===== src/rtl/ysyx_idu_ifq.sv =====
// ysyx_idu_ifq: instruction fetch queue between the IFU and the IDU.
// Circular buffer of DEPTH entries {inst, pc, pnpc, trap, cause}.
// Ports: clock, reset (sync, active-high), flush_pipe;
//   in_*  : IFU side (valid/ready, inst, pc, pnpc, trap, cause);
//   out_* : IDU side (valid/ready, head entry fields);
//   count : occupancy; hold : fetch stopped after a trap.
// Build option: define YSYX_IFQ_BYPASS_EN to pass an entry straight
//   through to the IDU in the same cycle while the queue is empty.
`ifndef YSYX_XLEN
`define YSYX_XLEN 32
`endif

module ysyx_idu_ifq #(
  parameter int DEPTH = 4,
  parameter int XLEN  = `YSYX_XLEN,
  parameter int CW    = $clog2(DEPTH+1)
) (
  input  logic            clock,
  input  logic            reset,
  input  logic            flush_pipe,
  input  logic            in_valid,
  output logic            in_ready,
  input  logic [31:0]     in_inst,
  input  logic [31:0]     in_pc,
  input  logic [XLEN-1:0] in_pnpc,
  input  logic            in_trap,
  input  logic [XLEN-1:0] in_cause,
  output logic            out_valid,
  input  logic            out_ready,
  output logic [31:0]     out_inst,
  output logic [31:0]     out_pc,
  output logic [XLEN-1:0] out_pnpc,
  output logic            out_trap,
  output logic [XLEN-1:0] out_cause,
  output logic [CW-1:0]   count,
  output logic            hold
);

  localparam int AW = $clog2(DEPTH);

  typedef struct packed {
    logic [31:0]     inst;
    logic [31:0]     pc;
    logic [XLEN-1:0] pnpc;
    logic            trap;
    logic [XLEN-1:0] cause;
  } ent_t;

  typedef enum logic {RUN, HOLD} state_t;

  state_t          state, state_n;
  ent_t            mem [DEPTH];
  ent_t            wr_e, head;
  logic [AW-1:0]   rp, wp;
  logic [CW-1:0]   cnt;
  logic            empty, full;
  logic            byp, accept, push, pop;

  assign empty = (cnt == '0);
  assign full  = (cnt == CW'(DEPTH));

  assign wr_e.inst  = in_inst;
  assign wr_e.pc    = in_pc;
  assign wr_e.pnpc  = in_pnpc;
  assign wr_e.trap  = in_trap;
  assign wr_e.cause = in_cause;

`ifdef YSYX_IFQ_BYPASS_EN
  assign byp = empty && (state == RUN) && in_valid && !flush_pipe;
`else
  assign byp = 1'b0;
`endif

  assign in_ready  = (state == RUN) && !full;
  assign out_valid = (!empty && !flush_pipe) || byp;
  assign head      = byp ? wr_e : mem[rp];

  assign out_inst  = head.inst;
  assign out_pc    = head.pc;
  assign out_pnpc  = head.pnpc;
  assign out_trap  = head.trap;
  assign out_cause = head.cause;

  // accept covers a bypassed entry too, so a bypassed trap still holds
  assign accept = in_valid && in_ready && !flush_pipe;
  assign push   = accept && !(byp && out_ready);
  assign pop    = !empty && out_ready && !flush_pipe;

  assign count = cnt;
  assign hold  = (state == HOLD);

  always_ff @(posedge clock) begin
    if (push) mem[wp] <= wr_e;
  end

  always_ff @(posedge clock) begin
    if (reset || flush_pipe) begin
      rp  <= '0;
      wp  <= '0;
      cnt <= '0;
    end else begin
      if (push) wp <= wp + AW'(1);
      if (pop)  rp <= rp + AW'(1);
      if (push && !pop)      cnt <= cnt + CW'(1);
      else if (!push && pop) cnt <= cnt - CW'(1);
    end
  end

  always_ff @(posedge clock) begin
    if (reset) state <= RUN;
    else       state <= state_n;
  end

  always_comb begin
    state_n = state;
    unique case (state)
      RUN:  if (accept && in_trap) state_n = HOLD;
      HOLD: if (flush_pipe)        state_n = RUN;
      default: state_n = RUN;
    endcase
    if (flush_pipe) state_n = RUN;
  end

endmodule


===== config.mk =====
export PLATFORM = sky130hd
export DESIGN_NAME = ysyx_idu_ifq
export DESIGN_NICKNAME = d
export VERILOG_FILES = /design/src/rtl/ysyx_idu_ifq.sv
export SDC_FILE = /design/constraint.sdc
export NUM_CORES = 1
export LEC_CHECK = 0
export CORE_AREA = 2 2 190 211
export CTS_CLUSTER_DIAMETER = 60
export DETAILED_ROUTE_END_ITERATION = 16
export DIE_AREA = 0 0 192 213
export PLACE_DENSITY = 0.73
export SETUP_SLACK_MARGIN = 0.05
export SLEW_MARGIN = 10
export SYNTH_ARGS = -nofsm -noshare
export SYNTH_HDL_FRONTEND = slang
export SYNTH_SLANG_ARGS = --single-unit

===== constraint.sdc =====
create_clock -name clock -period 9.9 [get_ports clock]
set_clock_uncertainty 0.1 [all_clocks]
set_input_delay 1.98 -clock clock [delete_from_list [all_inputs] [get_ports clock]]
set_output_delay 1.98 -clock clock [all_outputs]
set_load 0.02 [all_outputs]

Yosys cells after proc, flatten, opt, wreduce, memory -nomap -nowiden
Memories as Yosys holds them, arrays and structs flattened. A register that Yosys moved wholly into a read port is not among the register bits.
Cells that the tools add are included.
{ "word_totals": {"regBits": 8, "ram_bits": 516, "output_inout_bits": 135, "elab_cells": 37, "mem_count": 1} }
{ "op_classes": {"addsub": 4, "eq_ne": 1, "n_mux": 8, "bitwise_logic": 1, "n_reduce_logical": 18} }
{ "memory_table": {"columns": ["memory", "words", "width", "read_ports", "rd_ports_with_merged_regs", "wr", "line_no", "source"], "rows": [
  ["mem", 4, 129, 1, 1, 1, "52", "ent_t mem [DEPTH];"]
]} }
{ "op_table": {"columns": ["operator", "count"], "rows": [
  ["$logic_and A1 B1 Y1", 9],
  ["$mux W3", 2],
  ["$logic_not A1 Y1", 5],
  ["$add A2 B1 Y2 const B", 2],
  ["$mux W2", 2],
  ["$add A3 B1 Y3 const B", 1],
  ["$eq A3 B3 Y1 const B", 1],
  ["$logic_not A3 Y1", 1],
  ["$mux W1", 3],
  ["$sub A3 B1 Y3 const B", 1],
  ["$pmux W1 S2", 1],
  ["$reduce_bool A2 Y1", 1],
  ["$reduce_or A2 Y1", 1],
  ["$logic_or A1 B1 Y1", 1],
  ["$not A1 Y1", 1]
]} }

Logic depth before layout (Yosys ltp)
{ "logic_depth": {"word_depth": 9, "depth_mapped": 9, "depth_no_buf": 9} }

Worst setup path after synthesis
Ideal clock, no wire load.
{ "synth_timing": {"path_type": "input -> register", "start": "in in_valid", "end": "mem mem[0][0] in the netlist's numbering, enable pin", "t_arrival_ns": 5.388, "required_time_ns": 9.297, "slack_ns": 3.909, "cell_stages": 3, "path_buffers": 0, "path_cell_list": "nand2b_1 nor3_1 and2_1"} }
{ "synth_between": {"elab_chain_len": 4} }
{ "synth_lines": {"columns": ["item", "line_no", "source"], "rows": [
  ["start: declaration", "21", "input logic in_valid,"],
  ["$logic_and A1 B1 Y1 (2 in a row)", "85", "assign accept = in_valid && in_ready && !flush_pipe;"],
  ["net accept", "57", "logic byp, accept, push, pop;"],
  ["$mux W1", "93", "if (push) mem[wp] <= wr_e;"],
  ["$mux W1 (not written as such)", "93", null],
  ["end: declaration", "52", null]
]} }
The timed path passes the listed nets, and every way through them passes these cells.

==> results_dict.tcl <==
set metrics [dict create \
    syn_area_um2 19100 \
    wl_per_cell_um 23.0 \
    dieWidth_um 192 \
    grt_first_pass_wirelength_um 53800 \
    path_buf_inv 2 \
    min_period_over_period_pct 58.8 \
    p_leak_nw 7.44 \
    hold_path_class "reg -> reg" \
    synth_cells 731 \
    grt_pass1_vias 8854 \
    end_kind "output port" \
    yosys_warnings 0 \
    portBuffers 268 \
    status "finished clean" \
    start_util_pct 49.4 \
    critPathMaxStageDelay_ps 1010 \
    max_freq_mhz 172 \
    clkTransAtPathRegs_ps 60 \
    clk_path_buf_depth 3 \
    drive_above_1_share_pct 20.5 \
    slowest_stage "dfxtp_4" \
    drv_slew 0 \
    endpoint "out_pc[29]" \
    hold_viol 0 \
    r2r_end "mem[0][24]" \
    intPower_mw 3.71 \
    crit_chain "buf_4 > mux4_2 > clkdlybuf4s50_1" \
    power_mw 4.61 \
    post-route-min-period_ps 5820 \
    reg2reg_from "count[0]" \
    nets 1173 \
    worst-path-max-fanout 48 \
    clockPowerShare_pct 40.2 \
    drt-initial-drc-count 661 \
    stdcell_count 1582 \
    syn_area_per_cell_um2 26.2 \
    nFillCells 2655 \
    p_sw_mw 0.904 \
    rsz0062_at_grt "no" \
    cts_buffers 51 \
    rows 76 \
    setup_viol 0 \
    die-area_um2 40900 \
    placed_area_um2 22300 \
    dp_cells 1487 \
    worst_pin_slew_ps 1080 \
    yosys_register_bits 526 \
    crit_type "reg -> out" \
    drv_cap 0 \
    synthArstFlopShare_pct 0 \
    p_per_area_nw_per_um2 193 \
    start_kind "register" \
    slew_headroom_pct 28.0 \
    cp.depth 3 \
    busiest_layer "met2" \
    cts_resized 0 \
    cts_max_level 2 \
    grt_use_met3_pct 7.15 \
    fin_util_pct 61.8 \
    ys_types 27 \
    tritoncts "yes" \
    gr-usage-met1_pct 23.8 \
    p_sw_share_pct 19.6 \
    crit_arrival_ps 3740 \
    drc 0 \
    finalWirelength_um 36400 \
    gp_congestion 0.739 \
    cp_top_family "buffers and inverters" \
    vias_per_cell 5.42 \
    cp.required_ps 7820 \
    whs_ps 382 \
    vias 8567 \
    io_pins 269 \
    rr_worst_depth 5 \
    postRouteAntennaNets 0 \
    ys_seq_area_share_pct 82.0 \
    areaGrowthSynthToFinish_pct 25.1 \
    post-cts-setup-buffer-count 0 \
    layout_setup_ws_ps 4080 \
    holdBufCountCts 0 \
    synth_flop_cell "edfxtp_1" \
    fin_area_um2 24000 \
    synth-edff-count 516 \
    power_frac_comb_pct 5.6 \
    ir_worst_vdd_v 0.000148 \
    root_buffer "clkbuf_16" \
    syn-num-nets 871 \
    use_met2_pct 27.7 \
    grt_overflow_total 0 \
    grt_max_degree 72 \
    pwr-share-seq_pct 54.2 \
    finalSetupTns_ps 0 \
    reg2reg_slack_ps 6300 \
    first_pass_iters 4 \
    post-dp-hpwl_um 21700 \
    dp_slack_ps 4210 \
    antenna_found_initial 5 \
    grtUsageTotal_pct 17.9 \
    die_y_um 213 \
    fp.coreArea_um2 38800 \
    clock_sinks 526 \
    clk_latency_ps 560 \
]
==> cells by family after synthesis <==
group / count (synthesis) / synth area share [%]
buffers and inverters: 32 / 1.24
xor gates and xnor gates: 2 / 0.0915
DFF: 526 / 82.0
muxes: 130 / 15.2
AOI/OAI and AO/OA: 12 / 0.353
adders and majority gates: 6 / 0.431
and+or+nand+nor: 23 / 0.693
==> how the worst min path moves through the flow <==
stage / slack [ps] / end / depth (start not counted) / from
after floorplan: 360 / register / 2 / rp[1]
after global placement: 360 / register / 2 / rp[1]
after detailed placement: 380 / register / 2 / rp[1]
after CTS: 390 / register / 2 / rp[1]
after global routing: 410 / register / 2 / rp[1]
final: 380 / register / 2 / rp[1]
==> final cells by class <==
type,instances,area (µm²),area share (%)
antenna,2,5.00,0.0209
clock buffer,70,1430,5.97
clock inverter,23,194,0.809
inverter,3,11.3,0.0470
multi-input combinational,173,3230,13.5
sequential,526,15700,65.5
tap,507,634,2.65
timing repair buffer,278,2760,11.5
==> power by group through the flow <==
stage	Clock, mW	Combinational (mW)	Sequential, mW
floorplan	0	0.107	2.55
global placement	0	0.257	2.54
detailed placement	0	0.262	2.55
CTS	1.90	0.263	2.50
global route	1.99	0.276	2.50
finish	1.85	0.259	2.50
==> worst min-delay path, delay by kind of cell, from the launching register on <==
| family | cells | cell delay (ps) |
|---|---|---|
| flops | 1 | 300 |
| compound gates | 2 | 130 |
==> sequential cells by signal (all words and copies together), names as in the netlist, named ones only <==
signal  count
rp          2
hold        1
count       3
mem       516
wp          2
==> cell usage after synthesis, types with 2 or more instances <==
cell / number / area (µm²)
nand2b_1: 2 / 12.5
clkbuf_1: 5 / 18.8
mux4_2: 129 / 2910
buf_6: 13 / 146
o21ai_0: 4 / 20.0
a21oi_1: 5 / 25.0
nor3_1: 2 / 10.0
ha_1: 5 / 62.6
nand2_1: 2 / 7.51
or3_1: 4 / 25.0
xor2_1: 2 / 17.5
nor2_1: 5 / 18.8
inv_1: 3 / 11.3
buf_2: 9 / 45.0
and2_1: 4 / 25.0
dfxtp_1: 10 / 200
buf_4: 2 / 15.0
edfxtp_1: 516 / 15500
==> cell usage in the layout (no fill, tap or decap), types with 2 or more instances in the layout <==
| cell type | instances |
|---|---|
| clkbuf_1 | 13 |
| and2_4 | 4 |
| or3_1 | 4 |
| xor2_1 | 2 |
| nand2_1 | 2 |
| clkinv_2 | 10 |
| buf_4 | 10 |
| inv_1 | 3 |
| nand2b_1 | 2 |
| clkinv_1 | 7 |
| bufinv_16 | 3 |
| ha_1 | 5 |
| nor3_1 | 2 |
| clkdlybuf4s50_1 | 268 |
| edfxtp_1 | 516 |
| clkbuf_8 | 4 |
| a21oi_1 | 5 |
| nor2_1 | 5 |
| o21ai_0 | 4 |
| clkbuf_16 | 53 |
| dfxtp_4 | 2 |
| diode_2 | 2 |
| dfxtp_1 | 8 |
| mux4_2 | 129 |
==> per-layer routing <==
metal | vias to the layer above | part of all wire [%]
met1 | 4420 | 39
li1 | 3777 | -
met2 | 301 | 48
met3 | 63 | 10
met5 | - | 0.10
met4 | 6 | 2.0
Note: power is estimated with default switching activity, not from simulation.
